==> config.mk <==
export PLATFORM = sky130hd
export DESIGN_NAME = lab3_prime_scan_ctrl_flat
export DESIGN_NICKNAME = d
export VERILOG_FILES = /design/src/rtl/lab3_prime_scan_ctrl_if.sv /design/src/rtl/lab3_prime_scan_ctrl.sv /design/src/flat_wrapper.sv
export SDC_FILE = /design/constraint.sdc
export NUM_CORES = 1
export LEC_CHECK = 0
export BUFFER_PORTS_ARGS = -buffer_cell sky130_fd_sc_hd__buf_4
export CAP_MARGIN = 20
export CORE_AREA = 2 2 54 56
export DETAILED_ROUTE_END_ITERATION = 12
export DIE_AREA = 0 0 56 58
export GPL_ROUTABILITY_DRIVEN = 0
export PLACE_DENSITY = 0.84
export REMOVE_ABC_BUFFERS = 1
export SYNTH_ARGS = -nofsm -noshare
export SYNTH_HDL_FRONTEND = slang
export SYNTH_SLANG_ARGS = --single-unit
==> constraint.sdc <==
create_clock -name clk -period 4.9 [get_ports clk]
set_input_delay 0.49 -clock clk [delete_from_list [all_inputs] [get_ports clk]]
set_output_delay 0.49 -clock clk [all_outputs]
set_load 0.01 [all_outputs]
==> src/rtl/lab3_prime_scan_ctrl_if.sv <==
// Indicator and hit-stream signals shared by the scan sequencer and its neighbours.
// master = sequencer side (drives ind_in and the stream), slave = indicator/consumer side.
interface lab3_prime_scan_ctrl_if;
    logic [3:0] ind_in;
    logic       ind_prime;
    logic [4:0] ind_mul;
    logic       out_valid;
    logic [3:0] out_data;
    logic       out_ready;

    modport master (
        output ind_in,
        output out_valid,
        output out_data,
        input  ind_prime,
        input  ind_mul,
        input  out_ready
    );

    modport slave (
        input  ind_in,
        input  out_valid,
        input  out_data,
        output ind_prime,
        output ind_mul,
        output out_ready
    );
endinterface

==> src/rtl/lab3_prime_scan_ctrl.sv <==
// Sweeps the prime/multiplier indicator over [lo,hi] and counts hits.
// Define LAB3_SCAN_STREAM_EN to stream each hit through a one-entry valid/ready buffer.
module lab3_prime_scan_ctrl #(
    parameter int CNT_W = 5
) (
    input  logic                  clk,
    input  logic                  reset_n,
    input  logic                  start,
    input  logic [3:0]            lo,
    input  logic [3:0]            hi,
    input  logic                  mode,
    input  logic [2:0]            sel,
    output logic                  busy,
    output logic                  done,
    output logic                  err,
    output logic [CNT_W-1:0]      hit_cnt,
    lab3_prime_scan_ctrl_if.master scan
);

    typedef enum logic [1:0] {IDLE, SCAN, DRAIN, DONE} state_t;

    state_t           state_q, state_d;
    logic [3:0]       ind_in_q, ind_in_d;
    logic [3:0]       hi_q, hi_d;
    logic             mode_q, mode_d;
    logic [2:0]       sel_q, sel_d;
    logic [CNT_W-1:0] hit_cnt_q, hit_cnt_d;
    logic             err_q, err_d;

    logic             hit;
    logic             buf_free;
    logic             load;
    logic [7:0]       mul_ext;

    // Zero-extended so that sel values 5..7 index a constant 0.
    assign mul_ext = {3'b000, scan.ind_mul};

`ifdef LAB3_SCAN_STREAM_EN
    logic       buf_valid_q, buf_valid_d;
    logic [3:0] buf_data_q, buf_data_d;

    assign buf_free = !buf_valid_q || scan.out_ready;

    always_comb begin
        buf_valid_d = buf_valid_q;
        buf_data_d  = buf_data_q;
        if (buf_valid_q && scan.out_ready) begin
            buf_valid_d = 1'b0;
        end
        if (load) begin
            buf_valid_d = 1'b1;
            buf_data_d  = ind_in_q;
        end
    end

    always_ff @(posedge clk or negedge reset_n) begin
        if (!reset_n) begin
            buf_valid_q <= 1'b0;
            buf_data_q  <= 4'd0;
        end else begin
            buf_valid_q <= buf_valid_d;
            buf_data_q  <= buf_data_d;
        end
    end

    assign scan.out_valid = buf_valid_q;
    assign scan.out_data  = buf_data_q;
`else
    logic unused_ready;

    assign unused_ready   = scan.out_ready;
    assign buf_free       = 1'b1;
    assign scan.out_valid = 1'b0;
    assign scan.out_data  = 4'd0;
`endif

    always_comb begin
        state_d   = state_q;
        ind_in_d  = ind_in_q;
        hi_d      = hi_q;
        mode_d    = mode_q;
        sel_d     = sel_q;
        hit_cnt_d = hit_cnt_q;
        err_d     = err_q;
        hit       = 1'b0;
        load      = 1'b0;
        case (state_q)
            IDLE: begin
                if (start) begin
                    hit_cnt_d = '0;
                    if (lo <= hi) begin
                        ind_in_d = lo;
                        hi_d     = hi;
                        mode_d   = mode;
                        sel_d    = sel;
                        err_d    = 1'b0;
                        state_d  = SCAN;
                    end else begin
                        err_d   = 1'b1;
                        state_d = DONE;
                    end
                end
            end
            SCAN: begin
                hit = mode_q ? mul_ext[sel_q] : scan.ind_prime;
                // A miss never needs the buffer, so only a hit can stall the sweep.
                if (!hit || buf_free) begin
                    if (hit) begin
                        hit_cnt_d = hit_cnt_q + CNT_W'(1);
                        load      = 1'b1;
                    end
                    if (ind_in_q == hi_q) begin
`ifdef LAB3_SCAN_STREAM_EN
                        state_d = DRAIN;
`else
                        state_d = DONE;
`endif
                    end else begin
                        ind_in_d = ind_in_q + 4'd1;
                    end
                end
            end
            DRAIN: begin
                if (buf_free) begin
                    state_d = DONE;
                end
            end
            DONE: begin
                state_d = IDLE;
            end
            default: begin
                state_d = IDLE;
            end
        endcase
    end

    always_ff @(posedge clk or negedge reset_n) begin
        if (!reset_n) begin
            state_q   <= IDLE;
            ind_in_q  <= 4'd0;
            hi_q      <= 4'd0;
            mode_q    <= 1'b0;
            sel_q     <= 3'd0;
            hit_cnt_q <= '0;
            err_q     <= 1'b0;
        end else begin
            state_q   <= state_d;
            ind_in_q  <= ind_in_d;
            hi_q      <= hi_d;
            mode_q    <= mode_d;
            sel_q     <= sel_d;
            hit_cnt_q <= hit_cnt_d;
            err_q     <= err_d;
        end
    end

    assign scan.ind_in = ind_in_q;
    assign busy        = (state_q != IDLE);
    assign done        = (state_q == DONE);
    assign err         = err_q;
    assign hit_cnt     = hit_cnt_q;

endmodule
==> src/flat_wrapper.sv <==
// flat-port wrapper written by rule: the top's interface ports become plain ports
module lab3_prime_scan_ctrl_flat 
#(
    parameter int CNT_W = 5
)
  (clk, reset_n, start, lo, hi, mode, sel, busy, done, err, hit_cnt, scan_ind_in, scan_out_valid, scan_out_data, scan_ind_prime, scan_ind_mul, scan_out_ready);
  lab3_prime_scan_ctrl_if scan_i ();
  input  logic clk;
  input  logic reset_n;
  input  logic start;
  input  logic [3:0] lo;
  input  logic [3:0] hi;
  input  logic mode;
  input  logic [2:0] sel;
  output logic busy;
  output logic done;
  output logic err;
  output logic [CNT_W-1:0] hit_cnt;
  output wire logic [$bits(scan_i.ind_in)-1:0] scan_ind_in;
  output wire logic [$bits(scan_i.out_valid)-1:0] scan_out_valid;
  output wire logic [$bits(scan_i.out_data)-1:0] scan_out_data;
  input wire logic [$bits(scan_i.ind_prime)-1:0] scan_ind_prime;
  input wire logic [$bits(scan_i.ind_mul)-1:0] scan_ind_mul;
  input wire logic [$bits(scan_i.out_ready)-1:0] scan_out_ready;
  assign scan_ind_in = scan_i.ind_in;
  assign scan_out_valid = scan_i.out_valid;
  assign scan_out_data = scan_i.out_data;
  assign scan_i.ind_prime = scan_ind_prime;
  assign scan_i.ind_mul = scan_ind_mul;
  assign scan_i.out_ready = scan_out_ready;
  lab3_prime_scan_ctrl #(.CNT_W(CNT_W)) u_core (.clk(clk), .reset_n(reset_n), .start(start), .lo(lo), .hi(hi), .mode(mode), .sel(sel), .busy(busy), .done(done), .err(err), .hit_cnt(hit_cnt), .scan(scan_i));
endmodule
# Word-level counts from Yosys, hierarchy flattened
# Cells that the tools add are included.
[word_totals]
regBits = 20
latch_bits = 0
mem_bits_rw = 0
mem_bits_ro = 0
in_bits = 22
output_inout_bits = 17
wordCells = 43
memories = 0
[classes]
n_addsub = 2
multipliers = 0
div = 0
order_cmp = 2
n_eq_ne = 9
shift = 0
muxes = 15
bitwise = 0
n_reduce_logical = 8
[op_table]
columns = ["op", "count"]
rows = [
  ["$mux W4", 3],
  ["$mux W5", 2],
  ["$pmux W5 S2", 1],
  ["$pmux W2 S4", 1],
  ["$pmux W4 S2", 1],
  ["$mux W2", 3],
  ["$ne A2 B1 Y1 const B", 3],
  ["$reduce_and A3 Y1", 2],
  ["$add A5 B1 Y5 const B", 1],
  ["$add A4 B1 Y4 const B", 1],
  ["$eq A2 B2 Y1 const B", 2],
  ["$eq A4 B4 Y1", 1],
  ["$le A4 B4 Y1", 1],
  ["$lt A3 B4 Y1 const B", 1],
  ["$ne A2 B2 Y1 const B", 2],
  ["$reduce_and A2 Y1", 2],
  ["$reduce_and A4 Y1", 1],
  ["$reduce_bool A2 Y1", 2],
  ["$bmux W1 S3", 1],
  ["$mux W1", 3],
  ["$eq A2 B1 Y1 const B", 1],
  ["$logic_not A2 Y1", 1],
]

# Depth between registers and ports, before layout
# Gate-level depths: netlist (run 1).
[depth]
depth_word = 5
mapped_depth = 7
ltp_nobuf = 7

# Worst setup path after synthesis (run 1)
# Ideal clock, no wire load.
[synth_timing]
kind = "input to register"
from = "input hi[1]"
to = "register u_core.hi_q[0]"
setup_time_ns = 0.125
arrival_ns = 1.748
required_time_ns = 4.775
setup_slack_ns = 3.028
stages = 7
n_path_buf = 0
cell_sequence = "inv_1 ha_1 nor2b_1 o211ai_2 a21boi_2 nor2_4 mux2_2"
[synth_between]
elab_chain_cells = 2
[synth_lines]
columns = ["element", "line_no", "text"]
rows = [
  ["start, declared", "flat_wrapper.sv:12", "input logic [3:0] hi;"],
  ["$le A4 B4 Y1", "lab3_prime_scan_ctrl.sv:91", "if (lo <= hi) begin"],
  ["$reduce_and A3 Y1 (no source line)", "--", ""],
  ["end signal, assigned", "lab3_prime_scan_ctrl.sv:149", "hi_q <= hi_d;"],
  ["end, declared", "lab3_prime_scan_ctrl.sv:24", "logic [3:0] hi_q, hi_d;"],
]
# Every way passes these cells.
# A chain may end at the register's enable or synchronous reset.

# Final worst setup path (run 1)
[layout_timing]
from = "register u_core.state_q[1]"
to = "register u_core.ind_in_q[0] (netlist: u_core.scan.ind_in[0])"
[layout_between]
elab_chain_cells = 3
elab_cells_between_ends = 8
classes_between = "eq/ne: 4; mux: 1; reduce/logical: 3"
[layout_lines]
columns = ["element", "line_no", "text"]
rows = [
  ["start, declared", "lab3_prime_scan_ctrl.sv:22", "state_t state_q, state_d;"],
  ["start signal, assigned", "lab3_prime_scan_ctrl.sv:147", "state_q <= state_d;"],
  ["$eq A2 B1 Y1 / $logic_not A2 Y1 (equally long branches)", "lab3_prime_scan_ctrl.sv:87", "case (state_q)"],
  ["$ne A2 B2 Y1 (no source line), or another cell as far along", "--", ""],
  ["$reduce_and A4 Y1 (no source line)", "--", ""],
  ["end signal, assigned", "lab3_prime_scan_ctrl.sv:148", "ind_in_q <= ind_in_d;"],
  ["end, declared", "lab3_prime_scan_ctrl.sv:23", "logic [3:0] ind_in_q, ind_in_d;"],
]
# Parallel ways exist; a longest one is shown, timed or not.

==> results.cfg, run 1 <==
[yosys]
yosysWarningCount = 0
synth.cells.most_frequent = sky130_fd_sc_hd__dfrtp_1, sky130_fd_sc_hd__nand2_1, sky130_fd_sc_hd__ha_1
synth_top_cell_by_area = sky130_fd_sc_hd__dfrtp_1
number_of_flops_mapped_to_enable_cells_by_yosys = 0
synth-main-ff-cell = sky130_fd_sc_hd__dfrtp_1
mappedNetlistArea_um2 = 1380
synthesis.area_per_instance_um2 = 9.92
yosys-top-cells-area = sky130_fd_sc_hd__dfrtp_1, sky130_fd_sc_hd__ha_1, sky130_fd_sc_hd__mux2_1
most_frequently_used_cell_type_in_the_post_synthesis_netlist = sky130_fd_sc_hd__dfrtp_1
yosys_reg_bits = 20
syn_inst = 139
ys_async_sr_fraction_pct = 100
synthDistinctLibCells = 46
synth-seq-area-share_pct = 36.3
synth_top_area_share_pct = 36.3

[power]
p_seq_share_pct = 35.1
p_leak_uw = 0.000811
power_switching_share_pct = 43.4
irDropWorstVdd_mv = 0.357
combPwrFrac_pct = 53.9
internal_power_uw = 516
switching_power_uw = 396
powerDensity_nw_per_um2 = 546
share_of_power_burned_in_the_clock_network_pct = 11.0

[finish]
growth_of_design_area_from_synthesis_to_finish_pct = 21.0
layout-drive-gt1-share_pct = 30.1
diodes = 0
layout.nets = 206
fillers = 226
finish.cell_count_without_fillers = 204
storage_cell_area_um2 = 500
finish.utilization_pct = 62.6
combined_area_of_the_multi_input_logic_cells_um2 = 815

[die]
placement_rows = 19
die_area_um2 = 3250
io_pins = 39
floorplan.initialDensity_pct = 51.8
die_x_um = 56
height_of_the_die_um = 58
fp.coreArea_um2 = 2660

[cts]
cts.hold.buffers_added = 0
tritoncts = done
clock_latency_ns = 0.31
worst_setup_hold_path_clk_slew_ns = 0.12
cts_buffer_depth = 2
cts.repair_timing.setup_buffer_count = 0
tritoncts.num_buffers = 3
cts-htree-levels = 1
clock_sink_count = 20
cts-resized-gates = 0
cts.root.buffer_cell = sky130_fd_sc_hd__clkbuf_4

[detailed_routing]
dr.first_iter.drc_count = 39
vias_per_cell = 5.70
routed_wirelength_um = 2970
vias = 1162
route.detailed.drc = 0
drt_pass1_iterations = 4
detail-route-antenna-nets = 0
post_drt_wl_per_cell_um = 14.5

[setup_path]
timing.reg2reg.worst_path_depth = 7
timing.critical_path.required_ns = 5.12
worst_setup_path_startpoint = u_core.state_q[1]
worstPathArrival_ns = 2.31
worst_setup_path_end_kind = flip-flop
cp-start-kind = flip-flop
crit_type = flip-flop to flip-flop
critical_path.reg2reg.startpoint = u_core.state_q[1]
largest_fanout_on_the_critical_path = 15

[timing]
slew_violations = 0
skew_ns = 0.00219
grt_setup_unrepaired = no
relSlewSlack_pct = 63.2
final_critical_path_setup_slack_ns = 2.80
totalNegativeSetupSlack_ns = 0
timing.final.setup_violations = 0
period_share_pct = 42.8
hold_viol = 0
min_period_ns = 2.10
clock.fmax_mhz = 477
transition_at_the_pin_with_the_smallest_max_transition_slack_ns = 0.553

[place]
buffer_ports.inserted = 32
dp_hpwl_um = 2300
dp.cells = 200
placement.setup.worst_slack_ns = 2.74

[flow_run]
max_cap_violations = 0

[global_routing]
grt_overflow_total = 0
first_pass_grt_wire_length_um = 5090
number_of_global_route_vias_before_repair = 1159
largest_net_degree_at_the_start_of_global_routing = 21
globalRouteTotalUtil_pct = 20.0
antenna_found_initial = 0

[hold_path]
worstHoldPathType = primary input to asynchronous set/reset pin

[run_status]
status = finished, final reports clean
kinds of logic (layout without fill, tap and decap cells):
family | after synthesis | in the layout | synth area share [%]
buf+inv | 16 | 46 | 5.72
flops | 20 | 20 | 36.3
mux | 13 | 13 | 10.7
fa+ha+maj | 10 | 10 | 9.07
simple gates | 38 | 38 | 14.8
other cells | 1 | 5 | 0.272
compound gates | 37 | 37 | 20.6
xor+xnor | 4 | 4 | 2.54
metrics by stage:
| stage | area (um2) | hold slack (ns) | power [uW] |
|---|---|---|---|
| 2_1_floorplan | 1350 | 0.194 | 658 |
| 3_3_place_gp | 1630 | 0.384 | 783 |
| 3_5_place_dp | 1630 | 0.386 | 810 |
| 4_1_cts | 1670 | 0.0347 | 914 |
| 5_1_grt | 1670 | 0.0373 | 987 |
| 6_report | 1670 | 0.0319 | 911 |
final cells by class:
class / instances / share of cell area [%]
Multi-Input combinational cell: 107 / 48.8
Inverter: 10 / 2.25
Sequential cell: 20 / 30.0
Tap cell: 31 / 2.33
Clock buffer: 4 / 2.18
Timing Repair Buffer: 32 / 14.4
state kept, by name, summed over array words and instances (netlist names):
signal / flops
u_core.hi_q: 4
u_core.state_q: 2
u_core.err: 1
u_core.mode_q: 1
u_core.sel_q: 3
u_core.hit_cnt: 5
u_core.scan.ind_in: 4
worst max-delay path: stages, from the launching register on:
cell and delay, ns:
sky130_fd_sc_hd__dfrtp_1 0.43, sky130_fd_sc_hd__inv_1 0.09, sky130_fd_sc_hd__ha_1 0.51, sky130_fd_sc_hd__inv_2 0.18
sky130_fd_sc_hd__o22ai_1 0.31, sky130_fd_sc_hd__a21o_1 0.20, sky130_fd_sc_hd__nor2_1 0.06, sky130_fd_sc_hd__a221oi_1 0.22
cells in the final DEF (no fill, tap or decap), types with 2 or more instances in the layout:
cell and count:
sky130_fd_sc_hd__a21o_1 2, sky130_fd_sc_hd__a21oi_1 9, sky130_fd_sc_hd__a221oi_1 2, sky130_fd_sc_hd__a31oi_1 2, sky130_fd_sc_hd__and3_1 2, sky130_fd_sc_hd__buf_4 32, sky130_fd_sc_hd__clkbuf_4 3, sky130_fd_sc_hd__conb_1 5
sky130_fd_sc_hd__dfrtp_1 20, sky130_fd_sc_hd__ha_1 10, sky130_fd_sc_hd__inv_1 9, sky130_fd_sc_hd__mux2_1 6, sky130_fd_sc_hd__mux2_2 4, sky130_fd_sc_hd__mux2i_1 2, sky130_fd_sc_hd__nand2_1 12, sky130_fd_sc_hd__nand3_1 3
sky130_fd_sc_hd__nor2_1 9, sky130_fd_sc_hd__nor2b_1 2, sky130_fd_sc_hd__o21ai_0 4, sky130_fd_sc_hd__o21ai_1 2, sky130_fd_sc_hd__o22ai_1 3, sky130_fd_sc_hd__o31ai_1 2, sky130_fd_sc_hd__xnor2_1 4
path summary, 6_finish.rpt:
kind	to	slack (ns)
setup / recovery	u_core.scan.ind_in[0]	2.80
hold / removal	u_core.hit_cnt[4]	0.03
min in group clk	u_core.sel_q[2]	0.39
hold reg to reg	u_core.err	0.55
max in group asynchronous	u_core.hit_cnt[2]	4.66
setup reg to reg	u_core.scan.ind_in[0]	2.80
per-layer routing:
layer | part of all wire, % | global-route usage, % | vias up
met4 | 1.5 | 7.14 | 0
met1 | 40 | 21.6 | 547
met3 | 6.8 | 4.91 | 5
met5 | 0 | 0 | -
met2 | 51 | 37.8 | 49
li1 | - | - | 561
power by group through the flow:
| stage | Clock [uW] | Combinational, uW | Sequential [uW] |
|---|---|---|---|
| 6_report | 100 | 492 | 320 |
| 5_1_grt | 110 | 547 | 329 |
| 4_1_cts | 103 | 493 | 318 |
| 3_5_place_dp | 0 | 489 | 321 |
| 3_3_place_gp | 0 | 468 | 315 |
| 2_1_floorplan | 0 | 345 | 313 |
(Power assumes the default switching activity.)
==> run 2: changes to the inputs <==
--- a/config.mk
+++ b/config.mk
@@ -7,11 +7,11 @@
 export LEC_CHECK = 0
 export BUFFER_PORTS_ARGS = -buffer_cell sky130_fd_sc_hd__buf_4
 export CAP_MARGIN = 20
-export CORE_AREA = 2 2 54 56
+export CORE_AREA = 2 2 58 60
 export DETAILED_ROUTE_END_ITERATION = 12
-export DIE_AREA = 0 0 56 58
+export DIE_AREA = 0 0 60 62
 export GPL_ROUTABILITY_DRIVEN = 0
-export PLACE_DENSITY = 0.84
+export PLACE_DENSITY = 0.77
 export REMOVE_ABC_BUFFERS = 1
 export SYNTH_ARGS = -nofsm -noshare
 export SYNTH_HDL_FRONTEND = slang
==> constraint.sdc (replaced) <==
create_clock -name clk -period 1.7 [get_ports clk]
set_input_delay 0.17 -clock clk [delete_from_list [all_inputs] [get_ports clk]]
set_output_delay 0.17 -clock clk [all_outputs]
set_load 0.01 [all_outputs]
==> results.cfg, run 2 (same netlist as run 1, synthesis figures left out) <==
[run_status]
status = finished, final reports clean

[die]
placement_rows = 21
die_area_um2 = 3720
die_x_um = 60
io_pins = 39
fp.coreArea_um2 = 3180
height_of_the_die_um = 62
floorplan.initialDensity_pct = 43.4

[finish]
layout-drive-gt1-share_pct = 37.6
storage_cell_area_um2 = 500
growth_of_design_area_from_synthesis_to_finish_pct = 32.5
diodes = 0
fillers = 280
layout.cells.most_common = sky130_fd_sc_hd__buf_4
number_of_flip_flops_in_the_largest_register = 5
layout.nets = 219
combined_area_of_the_multi_input_logic_cells_um2 = 855
finish.cell_count_without_fillers = 232
layout.cells.most_common_list = sky130_fd_sc_hd__buf_4, sky130_fd_sc_hd__dfrtp_1, sky130_fd_sc_hd__nand2_1

[cts]
tritoncts = done
cts-htree-levels = 1
cts.root.buffer_cell = sky130_fd_sc_hd__clkbuf_4
cts_buffer_depth = 2
clock_latency_ns = 0.31
worst_setup_hold_path_clk_slew_ns = 0.12
tritoncts.num_buffers = 3
clock_sink_count = 20

[setup_path]
largest_fanout_on_the_critical_path = 8
timing.critical_path.required_ns = 1.91
worstPathArrival_ns = 1.84
cp-start-kind = flip-flop
crit_type = flip-flop to flip-flop
worst_setup_path_end_kind = flip-flop

[place]
dp_hpwl_um = 2460
dp.cells = 226
buffer_ports.inserted = 32

[global_routing]
antenna_found_initial = 0
largest_net_degree_at_the_start_of_global_routing = 21
globalRouteTotalUtil_pct = 18.9
number_of_global_route_vias_before_repair = 1209
grt_overflow_total = 0
first_pass_grt_wire_length_um = 5260

[detailed_routing]
dr.first_iter.drc_count = 55
route.detailed.drc = 0
vias = 1226
routed_wirelength_um = 3170
drt_pass1_iterations = 4
post_drt_wl_per_cell_um = 13.6
detail-route-antenna-nets = 0
vias_per_cell = 5.28

[power]
powerDensity_nw_per_um2 = 1590
power.total_uw = 2900
p_leak_uw = 0.000886
irDropWorstVdd_mv = 0.688

[timing]
final.hold.worst_slack_ns = 0.0679
slew_violations = 0
period_share_pct = 96.2
clock.fmax_mhz = 612
skew_ns = 0.00411
min_period_ns = 1.63
hold_viol = 0
timing.final.setup_violations = 0

[hold_path]
worstHoldPathType = primary input to flip-flop

[flow_run]
max_cap_violations = 0
-- run 2: worst max-delay path: stages (launching register included) --
cell                      delay (ns)
sky130_fd_sc_hd__dfrtp_1        0.42
sky130_fd_sc_hd__inv_1          0.10
sky130_fd_sc_hd__ha_4           0.17
sky130_fd_sc_hd__nand2_4        0.08
sky130_fd_sc_hd__buf_4          0.15
sky130_fd_sc_hd__nor2_4         0.24
sky130_fd_sc_hd__mux2_2         0.37
-- run 2: report_power, final --
group | internal, uW | switching [uW]
logic | 868 | 852
clock network | 131 | 157
registers | 677 | 214
-- run 2: timing repair --
action | CTS | global route
gates resized for setup | 2 | 8
pin swaps | 1 | 1
setup buffers | 1 | 0
setup endpoints to repair | 4 | 16
hold endpoints to repair | 20 | 0
hold buffers | 1 | 0
-- run 2: area by class of cell --
class                   count  share of cell area [%]
clock buffers               4                    1.99
inverters                  10                    2.05
multi-input cells         107                    46.8
flip-flops and latches     20                    27.4
well taps                  46                    3.15
repair buffers             45                    18.6
-- run 2: through the flow --
step                TNS, ns  utilization, %  area (um2)  worst slack (ns)
floorplan                 0               -        1350          0.000177
global placement     -0.137            54.5        1730           -0.0275
detailed placement   -0.876            54.5        1730            -0.110
CTS                       0            56.5        1800            0.0129
global route        -0.0444            57.5        1830           -0.0155
finish                    0            57.5        1830            0.0650
-- run 2: layer usage --
metal	GRT usage (%)	up-vias	share of wire (%)
met1	22.6	578	42
met2	33.5	51	50
met3	3.31	11	4.6
met4	8.25	0	2.5
met5	0	-	0
li1	-	586	-
-- run 2: path summary, 6_finish.rpt --
check	slack, ns	depth (start not counted)	to	start
max reg2reg	0.07	6	u_core.hi_q[0]	u_core.state_q[0]
min in group asynchronous	0.26	2	u_core.hit_cnt[0]	reset_n
max in group asynchronous	1.23	2	u_core.scan.ind_in[3]	reset_n
min reg2reg	0.53	1	u_core.hi_q[1]	u_core.hi_q[1]
min	0.07	2	u_core.sel_q[2]	sel[2]
max	0.07	6	u_core.hi_q[0]	u_core.state_q[0]
==> run 3: changes to the inputs <==
--- a/config.mk
+++ b/config.mk
@@ -7,11 +7,12 @@
 export LEC_CHECK = 0
 export BUFFER_PORTS_ARGS = -buffer_cell sky130_fd_sc_hd__buf_4
 export CAP_MARGIN = 20
-export CORE_AREA = 2 2 58 60
+export CORE_AREA = 2 2 57 59
+export CTS_BUF_LIST = sky130_fd_sc_hd__clkbuf_4
 export DETAILED_ROUTE_END_ITERATION = 12
-export DIE_AREA = 0 0 60 62
+export DIE_AREA = 0 0 59 61
 export GPL_ROUTABILITY_DRIVEN = 0
-export PLACE_DENSITY = 0.77
+export PLACE_DENSITY = 0.79
 export REMOVE_ABC_BUFFERS = 1
 export SYNTH_ARGS = -nofsm -noshare
 export SYNTH_HDL_FRONTEND = slang
==> results.cfg, run 3 (same netlist as run 1, synthesis figures left out) <==
[power]
switching_power_uw = 1230
p_leak_uw = 0.000899
combPwrFrac_pct = 60.9
internal_power_uw = 1650
power_switching_share_pct = 42.6
powerDensity_nw_per_um2 = 1570
share_of_power_burned_in_the_clock_network_pct = 7.7
irDropWorstVdd_mv = 0.854
p_seq_share_pct = 31.3

[timing]
slew_violations = 0
min_period_ns = 1.61
grt_setup_unrepaired = yes
skew_ns = 0.00926
clock.fmax_mhz = 620
hold_viol = 0
final.hold.worst_slack_ns = 0.0790
timing.final.setup_violations = 0
period_share_pct = 94.9

[cts]
cts_buffer_depth = 2
tritoncts = done
cts-htree-levels = 1
clock_sink_count = 20
worst_setup_hold_path_clk_slew_ns = 0.11
tritoncts.num_buffers = 3
clock_latency_ns = 0.30
cts.root.buffer_cell = sky130_fd_sc_hd__clkbuf_4

[place]
buffer_ports.inserted = 32
dp_hpwl_um = 2520

[setup_path]
cp-start-kind = flip-flop
worstPathArrival_ns = 1.81
crit_type = flip-flop to flip-flop
largest_fanout_on_the_critical_path = 8
reg2reg_setup_slack_ns = 0.09
worst_setup_path_end_kind = flip-flop
timing.critical_path.required_ns = 1.90

[finish]
layout.cells.most_common = sky130_fd_sc_hd__buf_4
growth_of_design_area_from_synthesis_to_finish_pct = 32.8
layout-drive-gt1-share_pct = 40.0
layout.nets = 224
finish.utilization_pct = 62.0
fillers = 248
diodes = 0
layout.cells.most_common_list = sky130_fd_sc_hd__buf_4, sky130_fd_sc_hd__dfrtp_1, sky130_fd_sc_hd__nand2_1
number_of_flip_flops_in_the_largest_register = 5

[detailed_routing]
routed_wirelength_um = 3230
dr_wl_met2_um = 1750
vias_per_cell = 5.58
post_drt_wl_per_cell_um = 14.5
detail-route-antenna-nets = 0
met3WireLength_um = 120
drt_pass1_iterations = 5
m1WireLength_um = 1320
route.detailed.drc = 0
highest_layer = met4
vias = 1245
dr.first_iter.drc_count = 41

[die]
height_of_the_die_um = 61
die_x_um = 59
placement_rows = 20
die_area_um2 = 3600
fp.coreArea_um2 = 2950
io_pins = 39
floorplan.initialDensity_pct = 46.7

[global_routing]
antenna_found_initial = 0
globalRouteTotalUtil_pct = 19.6
largest_net_degree_at_the_start_of_global_routing = 21
grt_overflow_total = 0
number_of_global_route_vias_before_repair = 1248
first_pass_grt_wire_length_um = 5370

[run_status]
status = finished, final reports clean

[hold_path]
worstHoldPathType = primary input to flip-flop

[flow_run]
max_cap_violations = 0
-- run 3: changes by cell type in the layout (fill, tap and decap cells not counted) --
cell,change
sky130_fd_sc_hd__o21ai_2,-1
sky130_fd_sc_hd__buf_4,+5
sky130_fd_sc_hd__clkbuf_8,-1
sky130_fd_sc_hd__nor2_2,+1
sky130_fd_sc_hd__a221oi_2,+1
sky130_fd_sc_hd__ha_1,-1
sky130_fd_sc_hd__ha_4,-1
sky130_fd_sc_hd__a221oi_1,-1
sky130_fd_sc_hd__nor2_1,-1
sky130_fd_sc_hd__ha_2,+2
sky130_fd_sc_hd__o21ai_0,+1
-- run 3: per-layer routing --
metal,up-vias,global-route usage [%]
met4,0,7.14
met2,33,37.9
met5,-,0
met1,605,22.2
li1,601,-
met3,6,2.13
-- run 3: area by class of cell --
| class | instances | area [um2] | area share, % |
|---|---|---|---|
| repair buffers | 50 | 378 | 20.6 |
| inverters | 10 | 37.5 | 2.05 |
| well taps | 33 | 41.3 | 2.25 |
| clock buffers | 3 | 22.5 | 1.23 |
| flip-flops and latches | 20 | 500 | 27.3 |
| multi-input cells | 107 | 852 | 46.5 |
-- run 3: worst paths after layout --
kind / startpoint / to / cells past startpoint
min: sel[0] / u_core.sel_q[0] / 2
min in group asynchronous: reset_n / u_core.hit_cnt[3] / 2
min reg2reg: u_core.err / u_core.err / 1
max in group asynchronous: reset_n / u_core.state_q[0] / 2
max reg2reg: u_core.state_q[1] / u_core.hi_q[2] / 6
max: u_core.state_q[1] / u_core.hi_q[2] / 6
-- run 3: stage by stage --
stage / TNS [ns] / total power [uW] / area, um2 / std cells / worst slack, ns
final: 0 / 2880 / 1830 / 223 / 0.0875
after global routing: -0.216 / 3110 / 1830 / 223 / -0.0374
after CTS: 0 / 2780 / 1790 / 221 / 0.000300
after detailed placement: -0.245 / 2520 / 1740 / 216 / -0.0524
after global placement: -0.0523 / 2420 / 1740 / 216 / -0.0295
after floorplan: 0 / 1900 / 1350 / 137 / 0.000177
-- run 3: worst max-delay path, cell delays in order, from the launching register on --
cell	delay, ns
sky130_fd_sc_hd__dfrtp_1	0.39
sky130_fd_sc_hd__inv_1	0.09
sky130_fd_sc_hd__ha_2	0.22
sky130_fd_sc_hd__nand2_4	0.08
sky130_fd_sc_hd__buf_4	0.15
sky130_fd_sc_hd__nor2_4	0.21
sky130_fd_sc_hd__mux2_2	0.38
-- run 3: power groups by stage --
| stage | combinational (uW) | sequential [uW] | clock [uW] |
|---|---|---|---|
| floorplan | 994 | 903 | 0 |
| global placement | 1520 | 893 | 0 |
| detailed placement | 1600 | 918 | 0 |
| CTS | 1640 | 906 | 230 |
| global route | 1920 | 939 | 252 |
| finish | 1760 | 904 | 223 |
-- run 3: repair_timing --
action                                  in CTS  in global routing
hold buffers                                 1                  0
endpoints found under the setup margin       1                 17
setup buffers                                1                  2
resized for setup                            2                  8
endpoints found under the hold margin       20                  0
pin swaps                                    0                  4
